File: src/rtl/uart_tx_arbiter.sv
// uart_tx_arbiter: round-robin, frame-locked sharing of one UART TX byte port with optional tag prefix
module uart_tx_arbiter #(
  parameter int         NUM_REQ      = 4,
  parameter int         MAX_BURST    = 16,
  parameter int         TAG_EN       = 1,
  parameter logic [7:0] TAG_BASE     = 8'h80,
  parameter int         IDLE_TIMEOUT = 1024
) (
  input  logic                 clk,
  input  logic                 reset,
  input  logic [8*NUM_REQ-1:0] i_req_data,
  input  logic [NUM_REQ-1:0]   i_req_valid,
  input  logic [NUM_REQ-1:0]   i_req_last,
  output logic [NUM_REQ-1:0]   o_req_ready,
  output logic [7:0]           o_tx_data,
  output logic                 o_tx_data_valid,
  input  logic                 i_tx_ready,
  output logic [NUM_REQ-1:0]   o_grant,
  output logic                 o_busy,
  output logic                 o_timeout
);
  localparam int IW = $clog2(NUM_REQ);
  localparam int CW = IDLE_TIMEOUT > 0 ? $clog2(IDLE_TIMEOUT + 1) : 1;
  typedef enum logic [1:0] {IDLE, TAG, DATA} state_t;
  state_t state_q, state_d;
  logic [IW-1:0] ptr_q, ptr_d, idx_q, idx_d, sel, j;
  logic [NUM_REQ-1:0] grant_q, grant_d;
  logic [7:0] burst_q, burst_d;
  logic [CW-1:0] idle_q, idle_d;
  logic timeout_q, timeout_d, found, accept, leave;
  logic [7:0] req_byte [NUM_REQ];
  always_comb begin
    sel = ptr_q;
    found = 1'b0;
    j = '0;
    for (int i = 1; i <= NUM_REQ; i++) begin
      j = IW'((int'(ptr_q) + i) % NUM_REQ);
      if (!found && i_req_valid[j]) begin
        sel = j;
        found = 1'b1;
      end
    end
  end
  always_comb begin
    for (int k = 0; k < NUM_REQ; k++) req_byte[k] = i_req_data[8*k +: 8];
  end
  assign accept = state_q == DATA && i_req_valid[idx_q] && i_tx_ready;
  always_comb begin
    state_d = state_q;
    ptr_d = ptr_q;
    idx_d = idx_q;
    grant_d = grant_q;
    burst_d = burst_q;
    idle_d = idle_q;
    timeout_d = 1'b0;
    leave = 1'b0;
    if (state_q == IDLE) begin
      if (found) begin
        state_d = TAG_EN != 0 ? TAG : DATA;
        idx_d = sel;
        grant_d = NUM_REQ'(1) << sel;
        burst_d = '0;
        idle_d = '0;
      end
    end else if (state_q == TAG) begin
      state_d = i_tx_ready ? DATA : TAG;
    end else if (accept) begin
      burst_d = burst_q + 8'd1;
      idle_d = '0;
      leave = i_req_last[idx_q] || burst_q == 8'(MAX_BURST - 1);
    end else if (!i_req_valid[idx_q]) begin
      idle_d = idle_q == CW'(IDLE_TIMEOUT) ? idle_q : idle_q + 1'b1;
      timeout_d = IDLE_TIMEOUT != 0 && idle_q == CW'(IDLE_TIMEOUT - 1);
      leave = timeout_d;
    end
    if (leave) begin
      state_d = IDLE;
      ptr_d = idx_q;
      grant_d = '0;
    end
  end
  always_ff @(posedge clk) begin
    if (reset) begin
      state_q <= IDLE;
      ptr_q <= IW'(NUM_REQ - 1);
      idx_q <= '0;
      grant_q <= '0;
      burst_q <= '0;
      idle_q <= '0;
      timeout_q <= 1'b0;
    end else begin
      state_q <= state_d;
      ptr_q <= ptr_d;
      idx_q <= idx_d;
      grant_q <= grant_d;
      burst_q <= burst_d;
      idle_q <= idle_d;
      timeout_q <= timeout_d;
    end
  end
  assign o_tx_data = state_q == TAG ? TAG_BASE + 8'(idx_q) : state_q == DATA ? req_byte[idx_q] : 8'h00;
  assign o_tx_data_valid = state_q == TAG || (state_q == DATA && i_req_valid[idx_q]);
  assign o_req_ready = state_q == DATA && i_tx_ready ? grant_q : '0;
  assign o_grant = grant_q;
  assign o_busy = state_q != IDLE;
  assign o_timeout = timeout_q;
endmodule

File: config.mk
export PLATFORM = sky130hd
export DESIGN_NAME = uart_tx_arbiter
export DESIGN_NICKNAME = d
export VERILOG_FILES = /design/src/rtl/uart_tx_arbiter.sv
export SDC_FILE = /design/constraint.sdc
export NUM_CORES = 1
export LEC_CHECK = 0
export CAP_MARGIN = 20
export CORE_MARGIN = 5
export CORE_UTILIZATION = 40
export DETAILED_ROUTE_END_ITERATION = 8
export PLACE_DENSITY = 0.79
export SYNTH_ARGS = -nofsm -noshare
export SYNTH_HDL_FRONTEND = slang
export SYNTH_SLANG_ARGS = --single-unit
export TNS_END_PERCENT = 10
File: constraint.sdc
create_clock -name clk -period 3.1 [get_ports clk]
set_input_delay 0.62 -clock clk [delete_from_list [all_inputs] [get_ports clk]]
set_output_delay 0.62 -clock clk [all_outputs]
set_load 0.005 [all_outputs]
# Word level (Yosys, flattened, before mapping)
# Cells that the tools add are included.
[classes]
add_sub_neg = 7
magnitude_cmp = 6
eq_ne = 9
n_shift = 1
muxes = 44
bitwise_logic = 1
reduce_logical = 21
[ops]
columns = ["op", "count"]
rows = [
  ["$mux 11", 6],
  ["$mux 8", 8],
  ["$bmux 8 s2", 1],
  ["$mux 2", 8],
  ["$lt 2x3->1 const B", 5],
  ["$mux 1", 14],
  ["$bmux 1 s2", 6],
  ["$add 11x1->11 const B", 1],
  ["$eq 11x10->1 const B", 1],
  ["$eq 11x11->1 const B", 1],
  ["$add 8x1->8 const B", 1],
  ["$add 8x2->8 const A", 1],
  ["$eq 8x4->1 const B", 1],
  ["$logic_and 1x1->1", 6],
  ["$ne 3x3->1 const B", 2],
  ["$reduce_bool 2->1", 3],
  ["$add 2x1->2 const B", 2],
  ["$add 2x2->2 const B", 2],
  ["$mux 4", 1],
  ["$ne 2x2->1 const B", 2],
  ["$reduce_and 2->1", 2],
  ["$reduce_and 4->1", 1],
  ["$reduce_or 4->1", 1],
  ["$shl 1x2->4 const A", 1],
  ["9 further kinds", 12],
]
[word_totals]
ff_bits = 30
inputBits = 43
out_inout_bits = 19
wordCells = 96

# Logic depth before layout (Yosys ltp)
# Gate-level depths: netlist of the first run.
[logic_depth]
ltp_word = 15
ltp_mapped = 8
ltp_nobuf = 6

# Worst setup path after synthesis of the first run
# Ideal clock, no wire load.
[synth_timing]
path_kind = "input to register"
startpoint = "in i_req_valid[0]"
endpoint = "reg idle_q[7]"
t_arrival_ns = 2.303
required_ns = 3.041
slack_ns = 0.738
cell_stages = 6
cell_sequence = "or4_1 a21o_1 nand2b_4 buf_6 or4_1 nand2_1"
[synth_via]
elab_chain_cells = 14
[synth_lines]
columns = ["element", "line_no", "text"]
rows = [
  ["start, declared", "12", "input logic [NUM_REQ-1:0] i_req_valid,"],
  ["$bmux 1 s2", "38", "if (!found && i_req_valid[j]) begin"],
  ["$mux 1 (not written as such)", "38", ""],
  ["$mux 1", "38", ""],
  ["$logic_not 1->1", "38", ""],
  ["$logic_and 1x1->1", "38", ""],
  ["$mux 1", "38", ""],
  ["$logic_not 1->1", "38", ""],
  ["$logic_and 1x1->1", "38", ""],
  ["$mux 1", "38", ""],
  ["$logic_not 1->1", "38", ""],
  ["$logic_and 1x1->1", "38", ""],
  ["$mux 1", "38", ""],
  ["$ne 2x2->1 (no source line)", "n/a", ""],
  ["$reduce_and 4->1 (no source line)", "n/a", ""],
  ["end signal, assigned", "97", "idle_q <= idle_d;"],
  ["end, declared", "29", "logic [CW-1:0] idle_q, idle_d;"],
]
# Parallel ways exist; a longest one is shown, timed or not. The select of a mux whose other input is x is not followed.
# A chain may end at the register's enable or synchronous reset.

# Final worst setup path of the first run
[layout_timing]
startpoint = "in i_req_valid[3]"
endpoint = "out o_tx_data_valid"
[layout_via]
elab_chain_cells = 4
[layout_lines]
columns = ["element", "line_no", "text"]
rows = [
  ["$bmux 1 s2", "102", "assign o_tx_data_valid = state_q == TAG || (state_q == DATA && i_req_valid[idx_q]);"],
  ["$mux 1 (not written as such)", "102", ""],
  ["$logic_and 1x1->1", "102", ""],
  ["$logic_or 1x1->1", "102", ""],
  ["end, declared", "16", "output logic o_tx_data_valid,"],
]
# No other way between the ends. The select of a mux whose other input is x is not followed.

==> results.txt, run 1 <==
Critical path peak fanout: 7
Share of post-route cells with drive strength above 1: 9.82%
IO Count: 62
Gp weighted congestion: 0.800
Routed via count: 1786
VDD IR-drop max: 0.188 mV
Post-cts resize count: 0
Largest net degree at the start of global routing: 21
# Post-CTS Setup Buffers: 0
Post-route minimum period: 2.89 ns
TritonCTS buffer count: 5
Pleak: 0.927 nW
CP required: 2.48 ns
Post-synth EDFFs: 0
Min-delay worst type: reg2reg
Initial Utilization: 41.7%
Clk root buf: clkbuf_8
Most frequent cells in the layout: clkdlybuf4s50_1, dfxtp_1, a21oi_1, nand2_1, nor2_1
DR DRC count: 0
Fraction of registers with async set/reset: 0%
H-tree depth: 2
Total negative setup slack: 0 ns
DR pass1 iterations: 4
Clk pin slew, worst setup/hold paths: 0.06 ns
Critical path capture point type: output pin
Hold Fails Final Rpt: 0
Mapped Cells: 209
Core area: 0.00438 sq mm
CTS Hold Bufs: 0
Inserted Diodes: 0
Achievable frequency: 0.346 GHz
Startpoint types: primary input
Most common cell after layout, fill and taps aside: clkdlybuf4s50_1
WP data arrival: 2.27 ns
Library cells used by synthesis: 45
Clk_lat worst skew: 0.29 ns
RSZ-0062 raised after global routing: false
Final WS setup: 0.210 ns
Placed cell count: 320
CTS tree: done
Iteration-0 DRC Markers: 99
Die W: 77.6 microns
Clock sink count: 30
Max Root-Sink Buffers: 2
Drt via density: 5.46
Post-synth net total: 255
Max-cap viol count: 0
Post-synthesis sequential area ratio: 32.8%
Pwr dens: 375 mW/mm^2
Setup WS pre-CTS: 0.155 ns
Routed Antenna Nets: 0
Final nets: 321
Die area: 0.00603 sq mm
Die height: 77.6 microns
Slew margin rel.: 60.4%
FILL cells: 406
Top FF cell, synth: dfxtp_1
#FFs+latches synth: 30
Sequential Area: 601 sq um
Total track usage: 17.6%
Total congestion overflow: 0
Layout area overhead: 41.4%
Setup violators final: 0
First-pass GRT wire length: 8510 microns
Mean Syn Cell Area: 8.75 sq um
Period utilisation layout: 93.2%
Per-cell routed wire length: 15.3 microns
Port buffer count: 61
Multi-input gate area: 0.00116 sq mm
Worst clock skew: 0.00650 ns
Non-filler instance count after layout: 327
Post-DP HPWL: 4000 microns
Critical Setup Path Class: in2out
Mapped cell area: 0.00183 sq mm
Row Count: 24
Final WL: 4990 microns
Status: completed
Least-Margin Pin Slew: 0.593 ns
Initial antenna violation count: 0
Slew Limit Fails: 0
Vias in the first global route: 1741
Ys Warns: 0
==> cells by family after synthesis <==
logic type / after synthesis / share of synthesized area, %
buffers and inverters: 15 / 3.97
xor gates and xnor gates: 6 / 2.87
AOI/OAI and AO/OA: 45 / 14.7
adders and majority gates: 3 / 2.05
muxes: 10 / 12.5
and+or+nand+nor: 100 / 31.1
DFF: 30 / 32.8
==> cell usage after synthesis, drive strengths merged (2+ instances only) <==
master | count | share of area, %
or3 | 7 | 2.4
nor2b | 2 | 0.68
and4b | 2 | 1.1
or2 | 2 | 0.68
clkbuf | 5 | 1.0
o31ai | 2 | 0.82
o211ai | 2 | 0.82
ha | 3 | 2.1
nand3 | 5 | 1.4
and2 | 12 | 4.1
nor4 | 3 | 1.0
inv | 6 | 1.2
buf | 4 | 1.7
a22o | 3 | 1.4
o21a | 3 | 1.2
xor2 | 4 | 1.9
nor3 | 4 | 1.1
nand2 | 20 | 4.1
a21oi | 21 | 5.7
o21ai | 7 | 1.9
nor2 | 17 | 3.5
or4 | 4 | 1.6
xnor2 | 2 | 0.96
mux4 | 10 | 13
nand4 | 7 | 2.4
a31oi | 2 | 0.68
and3 | 2 | 0.68
nand2b | 6 | 2.9
dfxtp | 30 | 33
==> cell type report <==
cell class              count  area share [%]
multi-input cells         164            44.7
well taps                  52            2.52
flip-flops and latches     30            23.2
inverters                   6           0.871
clock inverters             2           0.387
repair buffers             68            25.6
clock buffers               5            2.66
==> where the power goes <==
group	leakage, nW	internal [mW]	switching, mW
sequential	0.243	0.397	0.0151
clock	0.0438	0.150	0.145
combinational	0.640	0.155	0.108
total	0.927	0.702	0.269
==> metrics by stage <==
stage | power, mW | util, % | area, sq um | hold slack, ns
2_1_floorplan | 0.559 | - | 1830 | 0.448
3_3_place_gp | 0.679 | 57.2 | 2510 | 0.451
3_5_place_dp | 0.685 | 57.2 | 2510 | 0.462
4_1_cts | 0.980 | 59.0 | 2590 | 0.471
6_report | 0.971 | 59.0 | 2590 | 0.468
5_1_grt | 1.03 | 59.0 | 2590 | 0.495
==> metal layers <==
| metal | vias up | routed length (microns) | GRT usage, % |
|---|---|---|---|
| li1 | 907 | - | - |
| met1 | 830 | 2170 | 22.7 |
| met2 | 38 | 2490 | 27.7 |
| met3 | 11 | 228 | 5.44 |
| met4 | 0 | 106 | 6.01 |
| met5 | - | 0 | 0 |
==> worst max-delay path, stage by stage <==
cell             delay (ns)
clkdlybuf4s50_1        0.48
mux4_2                 0.58
nand2_1                0.10
nand2_1                0.05
clkdlybuf4s50_1        0.44
==> state kept, by name (all words and copies together) (netlist names) <==
signal / flops
idle_q: 11
idx_q: 2
o_grant: 4
o_timeout: 1
burst_q: 8
state_q: 2
ptr_q: 2
==> final timing paths <==
check	start	end	slack (ns)	cells after the start
max	i_req_valid[3]	o_tx_data_valid	0.21	5
min	o_grant[0]	o_grant[0]	0.47	2
max reg2reg	idx_q[1]	idle_q[5]	0.65	6
min reg2reg	o_grant[0]	o_grant[0]	0.47	2
Note: power is estimated with default switching activity, not from simulation.
==> run 2, diff against run 1 <==
--- a/config.mk
+++ b/config.mk
@@ -6,9 +6,11 @@
 export NUM_CORES = 1
 export LEC_CHECK = 0
 export CAP_MARGIN = 20
+export CORE_ASPECT_RATIO = 1.75
 export CORE_MARGIN = 5
 export CORE_UTILIZATION = 40
 export DETAILED_ROUTE_END_ITERATION = 8
+export HOLD_SLACK_MARGIN = 0.03
 export PLACE_DENSITY = 0.79
 export SYNTH_ARGS = -nofsm -noshare
 export SYNTH_HDL_FRONTEND = slang
==> run 2 against run 1 <==
Cell count is the same. Hold slack better by 0.0040 ns. Clock power grew 36%. Largest power group unchanged.
==> results.txt, run 2 (synthesized netlist as in run 1, its figures left out) <==
Status: completed (unchanged)
Startpoint types: primary input (unchanged)
Post-DP HPWL: 4190 microns (was 4000 microns)
# Post-CTS Setup Buffers: 0 (unchanged)
Least-Margin Pin Slew: 0.582 ns (was 0.593 ns)
Achievable frequency: 0.345 GHz (was 0.346 GHz)
Layout area overhead: 43.6% (was 41.4%)
Die W: 61.1 microns (was 77.6 microns)
GRT busiest layer: met2 (unchanged)
Reg2Reg Launch Point: idx_q[1] (unchanged)
Total congestion overflow: 0 (unchanged)
CP startpoint: i_req_valid[3] (unchanged)
Pwr dens: 412 mW/mm^2 (was 375 mW/mm^2)
Clock sink count: 30 (unchanged)
Met2 global-route usage: 34.2% (was 27.7%)
Largest net degree at the start of global routing: 15 (was 21)
Final nets: 322 (was 321)
Final WL: 5330 microns (was 4990 microns)
Die height: 99.5 microns (was 77.6 microns)
Worst clock skew: 0.00582 ns (was 0.00650 ns)
FILL cells: 387 (was 406)
Critical path peak fanout: 7 (unchanged)
Initial Utilization: 41.2% (was 41.7%)
Gp weighted congestion: 0.813 (was 0.800)
Hold Fails Final Rpt: 0 (unchanged)
Critical Setup Path Class: in2out (unchanged)
Post-cts resize count: 0 (unchanged)
Per-cell routed wire length: 16.3 microns (was 15.3 microns)
CP required: 2.48 ns (about the same)
Initial antenna violation count: 0 (unchanged)
Most common cell after layout, fill and taps aside: clkdlybuf4s50_1 (unchanged)
Largest register FFs: 11 (unchanged)
Most frequent cells in the layout: clkdlybuf4s50_1, dfxtp_1, a21oi_1, nand2_1, nor2_1 (unchanged)
Clk_lat worst skew: 0.29 ns (about the same)
Drt via density: 5.53 (was 5.46)
Min-delay worst type: reg2reg (unchanged)
Slew Limit Fails: 0 (unchanged)
Setup violators final: 0 (unchanged)
First-pass GRT wire length: 8140 microns (was 8510 microns)
Pwr Total: 1.08 mW (was 0.971 mW)
Total track usage: 17.5% (was 17.6%)
Final WS setup: 0.202 ns (was 0.210 ns)
Core area: 0.00444 sq mm (was 0.00438 sq mm)
WP data arrival: 2.28 ns (was 2.27 ns)
CTS Hold Bufs: 0 (unchanged)
Total negative setup slack: 0 ns (unchanged)
Hold slack: 0.472 ns (was 0.468 ns)
Period utilisation layout: 93.5% (was 93.2%)
Routed Antenna Nets: 0 (unchanged)
Inserted Diodes: 0 (unchanged)
Largest Register: idle_q (unchanged)
Routed via count: 1807 (was 1786)
Clk root buf: clkbuf_8 (unchanged)
HP Start: o_grant[3] (was o_grant[0])
Row Count: 32 (was 24)
Final core utilization: 59.1% (was 59.0%)
DR DRC count: 0 (unchanged)
Clk pin slew, worst setup/hold paths: 0.06 ns (about the same)
Met1 Use GR: 15.7% (was 22.7%)
Share of post-route cells with drive strength above 1: 10.1% (was 9.82%)
VDD IR-drop max: 0.280 mV (was 0.188 mV)
RSZ-0062 raised after global routing: false (unchanged)
Critical path capture point type: output pin (unchanged)
Port buffer count: 61 (unchanged)
H-tree depth: 2 (unchanged)
TritonCTS buffer count: 5 (unchanged)
Iteration-0 DRC Markers: 58 (was 99)
Max Root-Sink Buffers: 2 (unchanged)
Setup WS pre-CTS: 0.181 ns (was 0.155 ns)
Vias in the first global route: 1730 (was 1741)
Post-route minimum period: 2.90 ns (was 2.89 ns)
Met3 Use GR: 4.03% (was 5.44%)
Max-cap viol count: 0 (unchanged)
IO Count: 62 (unchanged)
Slew margin rel.: 61.1% (was 60.4%)
Die area: 0.00608 sq mm (was 0.00603 sq mm)
DR pass1 iterations: 4 (unchanged)
CTS tree: done (unchanged)
Pleak: 0.945 nW (was 0.927 nW)
-- run 2: metal layers --
layer	vias to the layer above	part of all wire [%]	wire length, microns
li1	904	-	-
met1	829	33	1780
met2	61	56	2970
met3	13	8.0	427
met4	0	2.8	147
met5	-	0	0
-- run 2: final cells by class --
| cell class | instances | area (sq um) | area share [%] |
|---|---|---|---|
| clock buffers | 6 | 82.6 | 3.14 |
| clock inverters | 1 | 30.0 | 1.14 |
| inverters | 6 | 22.5 | 0.858 |
| multi-input cells | 164 | 1160 | 44.0 |
| flip-flops and latches | 30 | 601 | 22.9 |
| well taps | 51 | 63.8 | 2.43 |
| repair buffers | 69 | 671 | 25.5 |
-- run 2: path summary, 6_finish.rpt --
path                          end  slack (ns)  cells past startpoint
setup reg to reg        idle_q[1]        0.67                      6
setup / recovery  o_tx_data_valid        0.20                      5
hold reg to reg        o_grant[3]        0.47                      2
hold / removal         o_grant[3]        0.47                      2
-- run 2: report_power, final --
group | internal (mW) | switching (mW)
registers | 0.397 | 0.0158
logic | 0.158 | 0.108
clock network | 0.257 | 0.146
-- run 2: stage by stage --
step	instance area [sq um]	instances
floorplan	1830	209
global placement	2510	320
detailed placement	2510	320
CTS	2630	327
global route	2630	327
finish	2630	327
-- run 2: worst max-delay path, cell delays in order --
cell	delay, ns
clkdlybuf4s50_1	0.47
mux4_2	0.60
nand2_1	0.10
nand2_1	0.05
clkdlybuf4s50_1	0.43
==> run 3, diff against run 2 <==
--- a/config.mk
+++ b/config.mk
@@ -6,12 +6,15 @@
 export NUM_CORES = 1
 export LEC_CHECK = 0
 export CAP_MARGIN = 20
+export CELL_PAD_IN_SITES_DETAIL_PLACEMENT = 1
+export CELL_PAD_IN_SITES_GLOBAL_PLACEMENT = 1
 export CORE_ASPECT_RATIO = 1.75
 export CORE_MARGIN = 5
-export CORE_UTILIZATION = 40
+export CORE_UTILIZATION = 33
+export CTS_CLUSTER_DIAMETER = 60
 export DETAILED_ROUTE_END_ITERATION = 8
 export HOLD_SLACK_MARGIN = 0.03
-export PLACE_DENSITY = 0.79
+export PLACE_DENSITY = 0.87
 export SYNTH_ARGS = -nofsm -noshare
 export SYNTH_HDL_FRONTEND = slang
 export SYNTH_SLANG_ARGS = --single-unit
==> run 3 against run 2 <==
Die area grew 18%. Via count is 5.1% higher. Maximum frequency rose by 0.44%. Total power down 6.4%. Critical endpoint is now o_tx_data[1]. Largest cell class unchanged.
==> results.txt, run 3 (synthesized netlist as in run 1, its figures left out) <==
Sequential Area: 601 sq um (unchanged)
Min-delay worst type: reg2reg (unchanged)
Hold Fails Final Rpt: 0 (unchanged)
CP required: 2.48 ns (about the same)
DR DRC count: 0 (unchanged)
Largest register FFs: 11 (unchanged)
CP max stage cell: dfxtp_1 (was mux4_2)
Die area: 0.00719 sq mm (was 0.00608 sq mm)
Post-route minimum period: 2.89 ns (was 2.90 ns)
RSZ-0062 raised after global routing: false (unchanged)
Slew Limit Fails: 0 (unchanged)
Critical Setup Path Class: reg2out (was in2out)
Row Count: 36 (was 32)
Startpoint types: register (was primary input)
Max-cap viol count: 0 (unchanged)
Initial Utilization: 33.3% (was 41.2%)
Inserted Diodes: 0 (unchanged)
Max Root-Sink Buffers: 2 (unchanged)
Port buffer count: 61 (unchanged)
Routed via count: 1900 (was 1807)
Total congestion overflow: 0 (unchanged)
Largest net degree at the start of global routing: 21 (was 15)
Final WL: 5740 microns (was 5330 microns)
Setup violators final: 0 (unchanged)
First-pass GRT wire length: 9280 microns (was 8140 microns)
Drt via density: 5.40 (was 5.53)
Multi-input gate area: 0.00116 sq mm (unchanged)
Die W: 66.3 microns (was 61.1 microns)
# Post-CTS Setup Buffers: 0 (unchanged)
Iteration-0 DRC Markers: 45 (was 58)
Clk_lat worst skew: 0.28 ns (was 0.29 ns)
Final nets: 321 (was 322)
Clk root buf: clkbuf_8 (unchanged)
Post-DP HPWL: 4690 microns (was 4190 microns)
FILL cells: 673 (was 387)
Slew margin rel.: 59.1% (was 61.1%)
Per-cell routed wire length: 16.3 microns (about the same)
Die height: 108 microns (was 99.5 microns)
TritonCTS buffer count: 5 (unchanged)
Vias in the first global route: 1968 (was 1730)
Core area: 0.00550 sq mm (was 0.00444 sq mm)
Clk pin slew, worst setup/hold paths: 0.07 ns (was 0.06 ns)
CP cell instances: buf_4 > mux4_2 > a22o_1 > clkdlybuf4s50_1 (was clkdlybuf4s50_1 > mux4_2 > nand2_1 > nand2_1 > clkdlybuf4s50_1)
Critical path capture point type: output pin (unchanged)
Largest Register: idle_q (unchanged)
Clock sink count: 30 (unchanged)
CTS tree: done (unchanged)
Least-Margin Pin Slew: 0.613 ns (was 0.582 ns)
Slowest stage delay, CP: 0.54 ns (was 0.60 ns)
WP buf/inv: 2 (unchanged)
Most common cell after layout, fill and taps aside: clkdlybuf4s50_1 (unchanged)
WP data arrival: 2.27 ns (was 2.28 ns)
CP startpoint: idx_q[0] (was i_req_valid[3])
Share of post-route cells with drive strength above 1: 10.1% (unchanged)
Reg2Reg Launch Point: idx_q[0] (was idx_q[1])
VDD IR-drop max: 0.225 mV (was 0.280 mV)
Pleak: 0.930 nW (was 0.945 nW)
Critical path peak fanout: 7 (unchanged)
Routed Antenna Nets: 0 (unchanged)
Period utilisation layout: 93.1% (was 93.5%)
Status: completed (unchanged)
Post-cts resize count: 0 (unchanged)
Worst clock skew: 0.0120 ns (was 0.00582 ns)
H-tree depth: 2 (unchanged)
Total track usage: 16.7% (was 17.5%)
Most frequent cells in the layout: clkdlybuf4s50_1, dfxtp_1, a21oi_1, nand2_1, nor2_1 (unchanged)
Layout area overhead: 43.9% (was 43.6%)
IO Count: 62 (unchanged)
Final core utilization: 47.9% (was 59.1%)
HP Start: o_grant[0] (was o_grant[3])
Top delay family on crit path: buffers and inverters (unchanged)
Pwr dens: 384 mW/mm^2 (was 412 mW/mm^2)
Gp weighted congestion: 0.812 (was 0.813)
CTS Hold Bufs: 0 (unchanged)
Total negative setup slack: 0 ns (unchanged)
DR pass1 iterations: 4 (unchanged)
Initial antenna violation count: 0 (unchanged)
Achievable frequency: 0.347 GHz (was 0.345 GHz)
-- run 3: changes by cell type in the layout (fill, tap and decap cells not counted) --
cell,change
clkinv_2,+1
clkinvlp_4,+1
buf_4,-1
bufinv_16,-1
-- run 3: area by class of cell --
class	instances	share of cell area, %
Tap cell	76	3.61
Inverter	6	0.856
Multi-Input combinational cell	164	43.9
Timing Repair Buffer	68	25.2
Clock inverter	2	0.475
Sequential cell	30	22.8
Clock buffer	6	3.14
-- run 3: path summary, 6_finish.rpt --
| check | endpoint | slack [ns] | depth (start not counted) |
|---|---|---|---|
| hold reg to reg | o_grant[0] | 0.47 | 2 |
| setup reg to reg | idle_q[9] | 0.67 | 6 |
| setup / recovery | o_tx_data[1] | 0.21 | 4 |
| hold / removal | o_grant[0] | 0.47 | 2 |
-- run 3: power by group --
part,internal [mW],switching [mW],leakage [nW]
clock,0.178,0.154,0.0472
sequential,0.397,0.0202,0.243
combinational,0.155,0.108,0.640
-- run 3: worst register-to-register path, stage by stage (launching register included) --
cell and delay [ns]:
dfxtp_1 0.54, mux4_2 0.63, nand2b_4 0.19, o21a_1 0.19, buf_4 0.19, or4_1 0.48, a21oi_1 0.15
-- run 3: metrics by stage --
stage	cells	hold WS [ns]	setup WS (ns)	area, sq um	total power, mW
after floorplan	209	0.448	0.738	1830	0.559
after global placement	344	0.450	0.225	2540	0.683
after detailed placement	344	0.465	0.149	2540	0.690
after CTS	352	0.475	0.183	2630	1.03
after global routing	352	0.499	0.101	2630	1.06
final	352	0.474	0.215	2630	1.01
-- run 3: per-layer routing --
| metal | up-vias | GRT usage (%) | wire (microns) | share of wire (%) |
|---|---|---|---|---|
| met5 | - | 0 | 0 | 0 |
| met4 | 0 | 7.41 | 140 | 2.4 |
| met3 | 11 | 3.01 | 381 | 6.6 |
| met2 | 59 | 33.5 | 3220 | 56 |
| met1 | 929 | 15.5 | 2000 | 35 |
| li1 | 901 | - | - | - |
